--- src/rtl/mc_ctrl_pkg.sv ---
// ============================================================================
// Module   : mc_ctrl_pkg
// Purpose  : Shared opcodes, ALU/operand encodings and sequencer states.
// Revision : 1.0 - initial release
// ============================================================================
`timescale 1ns/1ps
`default_nettype none

package mc_ctrl_pkg;

  localparam logic [6:0] OP_R   = 7'b0110011;
  localparam logic [6:0] OP_LD  = 7'b0000011;
  localparam logic [6:0] OP_SD  = 7'b0100011;
  localparam logic [6:0] OP_BEQ = 7'b1100011;

  localparam logic [2:0] F3_DWORD = 3'b011;
  localparam logic [2:0] F3_BEQ   = 3'b000;

  localparam logic [1:0] ALUOP_ADD   = 2'b00;
  localparam logic [1:0] ALUOP_SUB   = 2'b01;
  localparam logic [1:0] ALUOP_FUNCT = 2'b10;

  localparam logic [1:0] SRC_A_PC    = 2'b00;
  localparam logic [1:0] SRC_A_RS1   = 2'b01;
  localparam logic [1:0] SRC_A_OLDPC = 2'b10;

  localparam logic [1:0] SRC_B_RS2  = 2'b00;
  localparam logic [1:0] SRC_B_FOUR = 2'b01;
  localparam logic [1:0] SRC_B_IMM  = 2'b10;

  typedef enum logic [3:0] {
    FETCH  = 4'd0,
    DECODE = 4'd1,
    EXEC_R = 4'd2,
    WB_R   = 4'd3,
    ADDR   = 4'd4,
    MEM_RD = 4'd5,
    WB_MEM = 4'd6,
    MEM_WR = 4'd7,
    BRANCH = 4'd8,
    TRAP   = 4'd9
  } state_t;

endpackage

`default_nettype wire

--- src/rtl/mc_decode.sv ---
// ============================================================================
// Module   : mc_decode
// Purpose  : Dispatch-state and legality decode of the latched instruction.
// Revision : 1.0 - initial release
// ============================================================================
`timescale 1ns/1ps
`default_nettype none

module mc_decode
  import mc_ctrl_pkg::*;
(
  input  logic [6:0] opcode,
  input  logic [2:0] funct3,
  output state_t     dispatch,
  output state_t     mem_state,
  output logic       illegal
);

  always_comb begin
    dispatch = TRAP;
    case (opcode)
      OP_R:    dispatch = EXEC_R;
      OP_LD:   if (funct3 == F3_DWORD) dispatch = ADDR;
      OP_SD:   if (funct3 == F3_DWORD) dispatch = ADDR;
      OP_BEQ:  if (funct3 == F3_BEQ)   dispatch = BRANCH;
      default: dispatch = TRAP;
    endcase
    // Only legal ld/sd ever reach ADDR, so the opcode alone picks the direction.
    mem_state = (opcode == OP_LD) ? MEM_RD : MEM_WR;
    illegal   = (dispatch == TRAP);
  end

endmodule

`default_nettype wire

--- src/rtl/mc_ctrl.sv ---
// ============================================================================
// Module   : mc_ctrl
// Purpose  : Multi-cycle fetch/decode/execute sequencer driving the ALU.
// Revision : 1.0 - initial release
// ============================================================================
`timescale 1ns/1ps
`default_nettype none

module mc_ctrl
  import mc_ctrl_pkg::*;
#(
  parameter int CNT_W = 32
) (
  input  logic             clk,
  input  logic             rst_n,
  output logic             imem_req,
  input  logic             imem_ack,
  input  logic [31:0]      imem_rdata,
  output logic             mem_req,
  output logic             mem_we,
  input  logic             mem_ack,
  input  logic             zero,
  output logic [31:0]      ir,
  output logic [1:0]       alu_op,
  output logic [3:0]       alu_cs,
  output logic [1:0]       alu_src_a,
  output logic [1:0]       alu_src_b,
  output logic             ir_we,
  output logic             pc_we,
  output logic             pc_sel,
  output logic             tgt_we,
  output logic             rf_we,
  output logic             wb_sel,
  output logic [CNT_W-1:0] instret,
  output logic             trap
);

  state_t            r_state;
  state_t            w_next;
  state_t            w_dispatch;
  state_t            w_mem_state;
  logic              w_illegal;
  logic [31:0]       r_ir;
  logic [CNT_W-1:0]  r_instret;
  logic              r_trap;
  logic              w_retire;
  logic              w_imem_req;
  logic              w_mem_req;
  logic              w_mem_we;
  logic              w_ir_we;
  logic              w_pc_we;
  logic              w_tgt_we;
  logic              w_rf_we;

  mc_decode u_decode (
    .opcode    (r_ir[6:0]),
    .funct3    (r_ir[14:12]),
    .dispatch  (w_dispatch),
    .mem_state (w_mem_state),
    .illegal   (w_illegal)
  );

  always_ff @(posedge clk) begin
    if (!rst_n) begin
      r_state   <= FETCH;
      r_ir      <= '0;
      r_instret <= '0;
      r_trap    <= 1'b0;
    end else begin
      r_state <= w_next;
      if (w_ir_we)                     r_ir      <= imem_rdata;
      if (w_retire)                    r_instret <= r_instret + CNT_W'(1);
      if (r_state == DECODE && w_illegal) r_trap <= 1'b1;
    end
  end

  always_comb begin
    w_next     = r_state;
    w_imem_req = 1'b0;
    w_mem_req  = 1'b0;
    w_mem_we   = 1'b0;
    w_ir_we    = 1'b0;
    w_pc_we    = 1'b0;
    w_tgt_we   = 1'b0;
    w_rf_we    = 1'b0;
    w_retire   = 1'b0;
    pc_sel     = 1'b0;
    wb_sel     = 1'b0;
    alu_op     = ALUOP_ADD;
    alu_src_a  = SRC_A_PC;
    alu_src_b  = SRC_B_RS2;
    case (r_state)
      FETCH: begin
        w_imem_req = 1'b1;
        alu_src_b  = SRC_B_FOUR;
        if (imem_ack) begin
          w_ir_we = 1'b1;
          w_pc_we = 1'b1;
          w_next  = DECODE;
        end
      end
      DECODE: begin
        // Branch target = oldPC + imm is captured here for every instruction.
        alu_src_a = SRC_A_OLDPC;
        alu_src_b = SRC_B_IMM;
        w_tgt_we  = 1'b1;
        w_next    = w_dispatch;
      end
      EXEC_R: begin
        alu_src_a = SRC_A_RS1;
        alu_op    = ALUOP_FUNCT;
        w_next    = WB_R;
      end
      WB_R: begin
        alu_op   = ALUOP_FUNCT;
        w_rf_we  = 1'b1;
        w_retire = 1'b1;
        w_next   = FETCH;
      end
      ADDR: begin
        alu_src_a = SRC_A_RS1;
        alu_src_b = SRC_B_IMM;
        w_next    = w_mem_state;
      end
      MEM_RD: begin
        alu_src_a = SRC_A_RS1;
        alu_src_b = SRC_B_IMM;
        w_mem_req = 1'b1;
        if (mem_ack) w_next = WB_MEM;
      end
      WB_MEM: begin
        w_rf_we  = 1'b1;
        wb_sel   = 1'b1;
        w_retire = 1'b1;
        w_next   = FETCH;
      end
      MEM_WR: begin
        alu_src_a = SRC_A_RS1;
        alu_src_b = SRC_B_IMM;
        w_mem_req = 1'b1;
        w_mem_we  = 1'b1;
        if (mem_ack) begin
          w_retire = 1'b1;
          w_next   = FETCH;
        end
      end
      BRANCH: begin
        alu_src_a = SRC_A_RS1;
        alu_op    = ALUOP_SUB;
        pc_sel    = 1'b1;
        w_pc_we   = zero;
        w_retire  = 1'b1;
        w_next    = FETCH;
      end
      TRAP:    w_next = TRAP;
      default: w_next = FETCH;
    endcase
  end

  // Strobes are masked combinationally so they drop in the very cycle rst_n falls.
  assign imem_req = rst_n & w_imem_req;
  assign mem_req  = rst_n & w_mem_req;
  assign mem_we   = rst_n & w_mem_we;
  assign ir_we    = rst_n & w_ir_we;
  assign pc_we    = rst_n & w_pc_we;
  assign tgt_we   = rst_n & w_tgt_we;
  assign rf_we    = rst_n & w_rf_we;

  assign ir      = r_ir;
  assign alu_cs  = {r_ir[30], r_ir[14:12]};
  assign instret = r_instret;
  assign trap    = r_trap;

endmodule

`default_nettype wire

--- config.mk ---
export PLATFORM = sky130hd
export DESIGN_NAME = mc_ctrl
export DESIGN_NICKNAME = d
export VERILOG_FILES = /design/src/rtl/mc_ctrl_pkg.sv /design/src/rtl/mc_decode.sv /design/src/rtl/mc_ctrl.sv
export SDC_FILE = /design/constraint.sdc
export NUM_CORES = 1
export LEC_CHECK = 0
export ABC_AREA = 1
export BUFFER_PORTS_ARGS = -buffer_cell sky130_fd_sc_hd__buf_2
export CAP_MARGIN = 20
export CORE_MARGIN = 3
export CORE_UTILIZATION = 55
export CTS_CLUSTER_DIAMETER = 100
export DETAILED_ROUTE_END_ITERATION = 6
export PLACE_DENSITY = 0.95
export SYNTH_ARGS = -nofsm -noshare
export SYNTH_HDL_FRONTEND = slang
export SYNTH_SLANG_ARGS = --single-unit
--- constraint.sdc ---
create_clock -name clk -period 4.3 [get_ports clk]
set_input_delay 0.86 -clock clk [delete_from_list [all_inputs] [get_ports clk]]
set_output_delay 0.86 -clock clk [all_outputs]
set_load 0.02 [all_outputs]
# Word level (Yosys, flattened, before mapping)
# Cells that the tools add are included.
[word_totals]
register_bits = 69
inputBits = 37
word_cells = 64
[op_classes]
n_addsub = 1
n_eq_ne = 18
mux = 23
bitwise = 7
reduce_logical = 11
[ops]
columns = ["operator", "n"]
rows = [
  ["adder 32 x 1 -> 32 bit, second input constant", 1],
  ["one-hot mux 4 bit (7 select lines)", 1],
  ["equality test 4 x 3 -> 1 bit, second input constant", 4],
  ["two-way mux 4 bit", 4],
  ["equality test 7 x 6 -> 1 bit, second input constant", 2],
  ["equality test 4 bit, second input constant", 3],
  ["one-hot mux 2 bit (2 select lines)", 3],
  ["one-hot mux 4 bit (3 select lines)", 1],
  ["two-way mux 1 bit", 11],
  ["equality test 4 x 2 -> 1 bit, second input constant", 2],
  ["OR reduction 2 bit", 4],
  ["bitwise AND 1 bit", 7],
  ["equality test 7 x 2 -> 1 bit, second input constant", 1],
  ["equality test 7 bit, second input constant", 1],
  ["!= test 2 bit, second input constant", 3],
  ["OR reduction 5 bit", 1],
  ["equality test 4 x 1 -> 1 bit, second input constant", 1],
  ["zero test 4 bit", 1],
  ["one-hot mux 1 bit (2 select lines)", 2],
  ["OR reduction 4 bit", 1],
  ["equality test 3 x 2 -> 1 bit, second input constant", 1],
  ["zero test 3 bit", 1],
  ["AND reduction 3 bit", 1],
  ["OR reduction 3 bit", 1],
  ["2 further kinds", 2],
]

# Logic depth before layout (Yosys ltp)
# Gate-level depths: netlist of run 1.
[depth]
depth_word = 5
depth_mapped = 11
mapped_depth_nobuf = 11

# Modules after synthesis
# Synthesis of run 1 repeated with hierarchy kept, for this count alone.
[unflattened]
hier_cells = 568
area_unflattened_um2 = 3697.3
[modules_own_cells]
columns = ["module", "n_inst", "cells_per_inst", "area_each_um2", "seq_area_each_um2"]
rows = [
  ["mc_ctrl", 1, 533, 3529.6, 1381.3],
  ["mc_decode", 1, 35, 167.7, 0.0],
]

# Worst setup path before layout of run 1
# No wires, ideal clock.
[synth_path]
path_kind = "in2out"
startpoint = "in imem_ack"
endpoint = "out pc_we"
arrival_time_ns = 1.750
t_required_ns = 3.440
path_slack_ns = 1.690
path_stages = 4
cell_sequence = "clkbuf_1 nand2_1 buf_2 a21oi_1"
[synth_between]
elab_chain_len = 3
[synth_rtl]
columns = ["item", "line", "text"]
rows = [
  ["start, declared", "mc_ctrl.sv:17", "input logic imem_ack,"],
  ["two-way mux 1 bit", "mc_ctrl.sv:96", "if (imem_ack) begin"],
  ["one-hot mux 1 bit (2 select lines)", "mc_ctrl.sv:92", "case (r_state)"],
  ["bitwise AND 1 bit", "mc_ctrl.sv:165", "assign pc_we = rst_n & w_pc_we;"],
  ["end, declared", "mc_ctrl.sv:29", "output logic pc_we,"],
]
# No other way between the ends.

# Final worst setup path of run 1
[layout_path]
startpoint = "reg r_state[0]"
endpoint = "out pc_we"
[layout_between]
elab_chain_len = 3
[layout_rtl]
columns = ["item", "line", "text"]
rows = [
  ["start, declared", "mc_ctrl.sv:38", "state_t r_state;"],
  ["start signal, assigned", "mc_ctrl.sv:70", "r_state <= w_next;"],
  ["equality test 4 bit / zero test 4 bit (equally long branches)", "mc_ctrl.sv:92", ""],
  ["one-hot mux 1 bit (2 select lines) *", "mc_ctrl.sv:92", ""],
  ["bitwise AND 1 bit *", "mc_ctrl.sv:165", ""],
]
# Mark *: on every way between the ends. The rest lies on a longest branch, timed or not.

==> reports/metrics.json, run 1 <==
{
  "clocking": {
    "max-clock-path-buffers": 2,
    "cts_inserted_buffers": 9,
    "cts_resized": 0,
    "clkSlewWorstSetupHoldPaths_ns": 0.08,
    "cts_post_setup_buffers_inserted": 0,
    "clkSinkCount": 69,
    "cts_tree": "built",
    "root_buffer": "sky130_fd_sc_hd__clkbuf_8",
    "cts.htree.levels": 3,
    "cts_hold_buf": 0,
    "worstSkewPairLatency_ns": 0.35
  },
  "place": {
    "numPortBuffers": 120,
    "dpl_cell_area_sq_mm": 0.00420,
    "globalplace.congestion": 0.886,
    "detailedPlace.worstSlack_ns": 1.36,
    "detailed_place_hpwl_um": 7170
  },
  "sta": {
    "period_share_pct": 75.1,
    "grt_setup_unrepaired": "no",
    "worst_hold_slack_ns": 0.450,
    "setup_slack_ns": 1.07,
    "fin_setup_tns_ns": 0,
    "setup_violations": 0,
    "max_freq_mhz": 310,
    "worst_pin_slew_ns": 0.605,
    "timing.final.hold_violations": 0,
    "slew_headroom_pct": 59.6,
    "finalCriticalPeriod_ns": 3.23,
    "worst_clock_skew_ns": 0.00765,
    "slew_viol_final": 0
  },
  "layout": {
    "area_growth_pct": 21.2,
    "antennaDiodeCount": 0,
    "drive_gt1_share_pct": 24.8,
    "final_design_area_no_fill_sq_mm": 0.00442,
    "finish.net_count": 693
  },
  "synthesis": {
    "yosys.area_share.adder_pct": 0.343,
    "synth_simple_gate_area_share_pct": 38.0,
    "synth-xor-area-share_pct": 1.44,
    "synth_compound_gate_area_share_pct": 12.0,
    "synth_top_family_by_area": "simple AND/OR/NAND/NOR gates",
    "dominantRegCellSynth": "sky130_fd_sc_hd__dfxtp_1",
    "count_leader_synth": "sky130_fd_sc_hd__nand2_1",
    "synth.net_count": 585,
    "synthesized_area_per_cell_sq_um": 6.67,
    "postSynth.asyncResetShare_pct": 0,
    "synth.top_cells.by_count": "sky130_fd_sc_hd__nand2_1 (145), sky130_fd_sc_hd__dfxtp_1 (69), sky130_fd_sc_hd__nor2_1 (63)",
    "yosys_warnings": 0,
    "netlist-cell-type-count": 36,
    "synth_area_sq_mm": 0.00365,
    "synth_edf_count": 0,
    "ys_seq_area_share_pct": 37.9,
    "synth_area_leader_cell": "sky130_fd_sc_hd__dfxtp_1",
    "post_synthesis_instance_total": 547,
    "synthMuxAreaShare_pct": 0,
    "yosys.area.top_type_share_pct": 37.9,
    "synth-seq-cells": 69,
    "synth.top_cells.by_area": "sky130_fd_sc_hd__dfxtp_1 (38%), sky130_fd_sc_hd__nand2_1 (15%), sky130_fd_sc_hd__a21oi_1 (8.1%)"
  },
  "critical_path": {
    "worstSetupStartpointType": "register",
    "critPathMaxStageDelay_ns": 0.48,
    "critPathMaxFanout": 28,
    "worstSetupEndpointType": "primary output",
    "r2r_start": "r_state[0]$_SDFFE_PN0P_",
    "rr_endpoint": "ir[6]$_SDFFE_PN0P_",
    "crit_family": "simple AND/OR/NAND/NOR gates",
    "crit_chain": "nor2_1 > inv_1 > nor2_4 > nand2_1 > a21oi_1 > buf_2",
    "worst_path_max_delay_cell": "sky130_fd_sc_hd__nor2_4",
    "rrSetupSlack_ns": 1.98,
    "reg2regPathDepth": 7,
    "worst-endpoint-arrival_ns": 2.37,
    "worstPathRequired_ns": 3.44,
    "cp.buffers_inverters": 2,
    "timing.setup.critical_path_class": "register to primary output"
  },
  "min_path": {
    "hold_path_depth": 2,
    "timing.hold.worst.class": "register to register",
    "min_to": "trap$_SDFFE_PN0P_",
    "worstHoldStart": "trap$_SDFFE_PN0P_"
  },
  "global_routing": {
    "grt_use_total_pct": 26.0,
    "first_global_vias": 3714,
    "antenna_found_initial": 0,
    "maximum_number_of_pins_on_one_net_before_global_route_repair": 53,
    "grt_first_pass_wirelength_um": 16100,
    "gr-total-overflow": 0
  },
  "die": {
    "total_die_area_sq_mm": 0.00764,
    "die_w_um": 87.4,
    "core.rowCount": 29,
    "ioPinCount": 121,
    "die-height_um": 87.4,
    "floorplan.initialDensity_pct": 57.1,
    "placeableCoreArea_sq_mm": 0.00639
  },
  "detailed_routing": {
    "drt.antenna.violating_nets": 0,
    "routed_wire_length_per_instance_um": 13.2,
    "dr_total_vias": 4005,
    "post-route-drc-count": 0,
    "viasPerCell": 5.43,
    "drt_iter0_markers": 302,
    "drt-pass1-iter-count": 5,
    "total_wire_length_after_detailed_routing_um": 9750
  },
  "power": {
    "power_density_mw_per_mm2": 355,
    "vdd.ir_drop.worst_v": 0.000308,
    "cellLeakagePower_uw": 0.00198
  },
  "flow_run": {
    "max_cap_violations": 0
  },
  "run_status": {
    "status": "finished clean"
  }
}
-- through the flow --
| step | instances | util (%) | total power [uW] |
|---|---|---|---|
| 2_1_floorplan | 547 | - | 914 |
| 3_3_place_gp | 721 | 65.7 | 982 |
| 3_5_place_dp | 721 | 65.7 | 991 |
| 4_1_cts | 737 | 69.2 | 1580 |
| 5_1_grt | 737 | 69.2 | 1640 |
| 6_report | 737 | 69.2 | 1570 |
-- power breakdown --
part / internal, uW / switching (uW) / total, uW
logic: 84.7 / 194 / 279
clock network: 329 / 263 / 592
registers: 673 / 25.6 / 699
total: 1090 / 483 / 1570
-- placed cells by master (no fill, tap or decap), types with 4 or more instances in the layout --
master,Yosys,final
sky130_fd_sc_hd__inv_1,51,51
sky130_fd_sc_hd__nor2_4,4,4
sky130_fd_sc_hd__nand4_1,7,7
sky130_fd_sc_hd__a21oi_1,59,59
sky130_fd_sc_hd__nor3_1,16,16
sky130_fd_sc_hd__nand3_1,45,45
sky130_fd_sc_hd__nor2_1,63,63
sky130_fd_sc_hd__o21ai_0,16,16
sky130_fd_sc_hd__dfxtp_1,69,69
sky130_fd_sc_hd__inv_2,4,4
sky130_fd_sc_hd__clkbuf_8,0,9
sky130_fd_sc_hd__o21ai_1,8,8
sky130_fd_sc_hd__buf_2,7,120
sky130_fd_sc_hd__xor2_1,6,6
sky130_fd_sc_hd__nand2_1,145,145
-- final cells by class --
| class | count | area (sq um) |
|---|---|---|
| Timing Repair Buffer | 122 | 616 |
| Inverter | 57 | 216 |
| Tap cell | 77 | 96.3 |
| Clock buffer | 9 | 124 |
| Clock inverter | 7 | 98.8 |
| Fill cell | 533 | 1970 |
| Sequential cell | 69 | 1380 |
| Multi-Input combinational cell | 396 | 1890 |
-- worst max-delay path by stage --
stage / start / end / slack (ns) / cells after the start
floorplan: imem_ack / pc_we / 1.69 / 4
CTS: r_state[0]$_SDFFE_PN0P_ / pc_we / 1.08 / 6
global route: r_state[0]$_SDFFE_PN0P_ / pc_we / 0.89 / 6
detailed placement: rst_n / mem_req / 1.36 / 5
global placement: rst_n / mem_req / 1.41 / 5
finish: r_state[0]$_SDFFE_PN0P_ / pc_we / 1.07 / 6
-- worst reg2reg max path: cells and delay by family (launching register included) --
kind,cells,cell delay [ns]
AO/OA/AOI/OAI,2,0.24
buffers and inverters,2,0.45
flip-flops,1,0.39
AND/OR/NAND/NOR,3,1.12
-- metal layers --
layer,GRT usage [%],wire length [um],vias to the layer above
met3,5.87,710,26
met2,46.8,5000,190
li1,-,-,1978
met4,9.76,206,0
met1,29.5,3830,1811
met5,0,0,-
-- registers in the layout, indices dropped and copies added (netlist names) --
register and cells:
ir 32, r_state 4, instret 32, trap 1
-- cells by family (layout without fill, tap and decap cells) --
kind of cell | count (synthesis) | in the layout
buffers and inverters | 82 | 195
xor gates and xnor gates | 6 | 6
adders and majority gates | 1 | 1
AOI/OAI and AO/OA | 86 | 86
DFF | 69 | 69
and+or+nand+nor | 303 | 303
Note: power is estimated with default switching activity, not from simulation.
==> run 2: changes to the inputs <==
Settings changed: ABC_AREA 1 to 0, CORE_UTILIZATION 55 to 45, PLACE_DENSITY 0.95 to 0.86.
Clock period 4.3 ns to 2.9 ns, I/O delays scaled along.
==> run 2 against run 1 <==
Register-to-register slack lost 1.4 ns. Non-clock buffer count is 3 higher. Setup slack worse by 0.72 ns. Highest routed layer unchanged.
==> reports/metrics.json, run 2 <==
{
  "run_status": {
    "status": "finished clean"
  },
  "synthesis": {
    "ys_seq_area_share_pct": 40.6,
    "synth_compound_gate_area_share_pct": 14.0,
    "yosys.area.top_type_share_pct": 40.6,
    "synth.top_cells.by_area": "sky130_fd_sc_hd__dfxtp_1 (41%), sky130_fd_sc_hd__nand2_1 (12%), sky130_fd_sc_hd__a21boi_0 (7.1%)",
    "synth.net_count": 448,
    "synth_area_sq_mm": 0.00340,
    "synth.top_cells.by_count": "sky130_fd_sc_hd__nand2_1 (109), sky130_fd_sc_hd__dfxtp_1 (69), sky130_fd_sc_hd__a21boi_0 (32)",
    "count_leader_synth": "sky130_fd_sc_hd__nand2_1",
    "yosys.area_share.adder_pct": 0.368,
    "synthesized_area_per_cell_sq_um": 8.30,
    "synth_top_family_by_area": "simple AND/OR/NAND/NOR gates",
    "synth-xor-area-share_pct": 2.83,
    "synth-seq-cells": 69,
    "yosys_warnings": 0,
    "post_synthesis_instance_total": 410,
    "dominantRegCellSynth": "sky130_fd_sc_hd__dfxtp_1",
    "netlist-cell-type-count": 41,
    "synth_edf_count": 0,
    "synthMuxAreaShare_pct": 6.47,
    "postSynth.asyncResetShare_pct": 0,
    "synth_area_leader_cell": "sky130_fd_sc_hd__dfxtp_1",
    "synth_simple_gate_area_share_pct": 30.1
  },
  "die": {
    "total_die_area_sq_mm": 0.00864,
    "core.rowCount": 31,
    "die-height_um": 93.0,
    "ioPinCount": 121,
    "die_w_um": 93.0,
    "placeableCoreArea_sq_mm": 0.00729,
    "floorplan.initialDensity_pct": 46.7
  },
  "power": {
    "power_density_mw_per_mm2": 530,
    "power.share.clock_pct": 37.8,
    "power.internal_uw": 1600,
    "power.share.switching_pct": 28.4,
    "cellLeakagePower_uw": 0.00206,
    "netSwitchingPower_uw": 633,
    "vdd.ir_drop.worst_v": 0.000317,
    "part_of_the_total_power_dissipated_in_sequential_elements_pct": 46.5,
    "power_frac_comb_pct": 15.7
  },
  "sta": {
    "period_share_pct": 87.8,
    "worst_clock_skew_ns": 0.00811,
    "worst_pin_slew_ns": 0.664,
    "timing.final.hold_violations": 0,
    "fin_setup_tns_ns": 0,
    "setup_violations": 0,
    "max_freq_mhz": 393,
    "slew_headroom_pct": 55.7,
    "setup_slack_ns": 0.353,
    "finalCriticalPeriod_ns": 2.55,
    "slew_viol_final": 0,
    "grt_setup_unrepaired": "no"
  },
  "layout": {
    "layout_commonest_cell": "sky130_fd_sc_hd__buf_2",
    "antennaDiodeCount": 0,
    "fillers": 687,
    "area_growth_pct": 23.7,
    "drive_gt1_share_pct": 28.1,
    "finish.net_count": 554,
    "final_design_area_no_fill_sq_mm": 0.00421,
    "layout.cells.most_common_list": "sky130_fd_sc_hd__buf_2 (120), sky130_fd_sc_hd__nand2_1 (109), sky130_fd_sc_hd__dfxtp_1 (69)",
    "stdcell_count": 619
  },
  "critical_path": {
    "setup.worst_path.end": "tgt_we",
    "r2r_start": "r_state[1]$_SDFFE_PN0P_",
    "rrSetupSlack_ns": 0.55,
    "worstSetupStartpointType": "register",
    "rr_endpoint": "instret[8]$_SDFFE_PN0P_",
    "worst-endpoint-arrival_ns": 1.97,
    "reg2regPathDepth": 5,
    "critPathMaxFanout": 14,
    "worstSetupEndpointType": "primary output",
    "worstPathRequired_ns": 2.32,
    "crit_path_start": "r_state[0]$_SDFFE_PN0P_",
    "timing.setup.critical_path_class": "register to primary output"
  },
  "clocking": {
    "cts.htree.levels": 3,
    "cts_hold_buf": 0,
    "clkSlewWorstSetupHoldPaths_ns": 0.08,
    "cts_resized": 0,
    "root_buffer": "sky130_fd_sc_hd__clkbuf_8",
    "cts_tree": "built",
    "worstSkewPairLatency_ns": 0.33,
    "cts_post_setup_buffers_inserted": 0,
    "max-clock-path-buffers": 2,
    "clkSinkCount": 69,
    "cts_inserted_buffers": 9
  },
  "detailed_routing": {
    "viasPerCell": 5.15,
    "drt_iter0_markers": 113,
    "drt.antenna.violating_nets": 0,
    "total_wire_length_after_detailed_routing_um": 8400,
    "drt-pass1-iter-count": 4,
    "post-route-drc-count": 0,
    "dr_total_vias": 3187,
    "routed_wire_length_per_instance_um": 13.6
  },
  "global_routing": {
    "grt_use_total_pct": 20.0,
    "gr-total-overflow": 0,
    "antenna_found_initial": 0,
    "grt_first_pass_wirelength_um": 14000,
    "maximum_number_of_pins_on_one_net_before_global_route_repair": 54,
    "first_global_vias": 3018
  },
  "min_path": {
    "timing.hold.worst.class": "register to register"
  },
  "place": {
    "globalplace.congestion": 0.876,
    "numPortBuffers": 120,
    "detailedPlace.worstSlack_ns": 0.572,
    "detailed_place_hpwl_um": 6110,
    "dpl_cell_area_sq_mm": 0.00400,
    "placed_cells": 604
  },
  "flow_run": {
    "max_cap_violations": 0
  }
}
## run 2: cells by family after synthesis
group | Yosys count
simple gates | 208
flops | 69
compound gates | 63
buf+inv | 36
mux | 22
xor+xnor | 11
fa+ha+maj | 1
## run 2: power by group through the flow
stage               Clock (uW)  Combinational, uW  Sequential [uW]
CTS                        862                355             1040
floorplan                    0                203             1100
global route               908                390             1050
detailed placement           0                355             1060
finish                     844                350             1040
global placement             0                348             1060
## run 2: cell type report
cell class	instances	area (sq um)	area share [%]
Clock buffer	9	124	2.94
Multi-Input combinational cell	305	1830	43.5
Sequential cell	69	1380	32.8
Inverter	6	22.5	0.535
Clock inverter	6	88.8	2.11
Timing Repair Buffer	125	638	15.2
Tap cell	99	124	2.94
## run 2: metal layers
metal | vias to the layer above | global-route usage [%] | wire [um]
met5 | - | 0 | 0
met4 | 0 | 6.59 | 77
met3 | 6 | 6.90 | 776
met2 | 115 | 33.5 | 4060
met1 | 1472 | 23.9 | 3480
li1 | 1594 | - | -
## run 2: critical path: stages, from the launching register on
cell and delay (ns):
sky130_fd_sc_hd__dfxtp_1 0.68, sky130_fd_sc_hd__nand2_1 0.17, sky130_fd_sc_hd__nor3_1 0.43, sky130_fd_sc_hd__and2_1 0.19
sky130_fd_sc_hd__buf_2 0.17
## run 2: how the worst min path moves through the flow
stage	slack [ns]	from	cells after the start	endpoint
after floorplan	0.53	trap$_SDFFE_PN0P_	2	trap$_SDFFE_PN0P_
after global placement	0.44	ir[20]$_SDFFE_PN0P_	2	ir[20]$_SDFFE_PN0P_
after detailed placement	0.44	ir[18]$_SDFFE_PN0P_	2	ir[18]$_SDFFE_PN0P_
after CTS	0.46	ir[18]$_SDFFE_PN0P_	2	ir[18]$_SDFFE_PN0P_
after global routing	0.47	imem_rdata[21]	3	ir[21]$_SDFFE_PN0P_
final	0.45	ir[18]$_SDFFE_PN0P_	2	ir[18]$_SDFFE_PN0P_
## run 2: per-stage QoR
stage	utilization [%]	power, uW	hold WS (ns)
3_5_place_dp	54.8	1410	0.445
2_1_floorplan	-	1300	0.530
6_report	57.7	2230	0.454
4_1_cts	57.7	2250	0.457
5_1_grt	57.7	2340	0.473
3_3_place_gp	54.8	1410	0.440
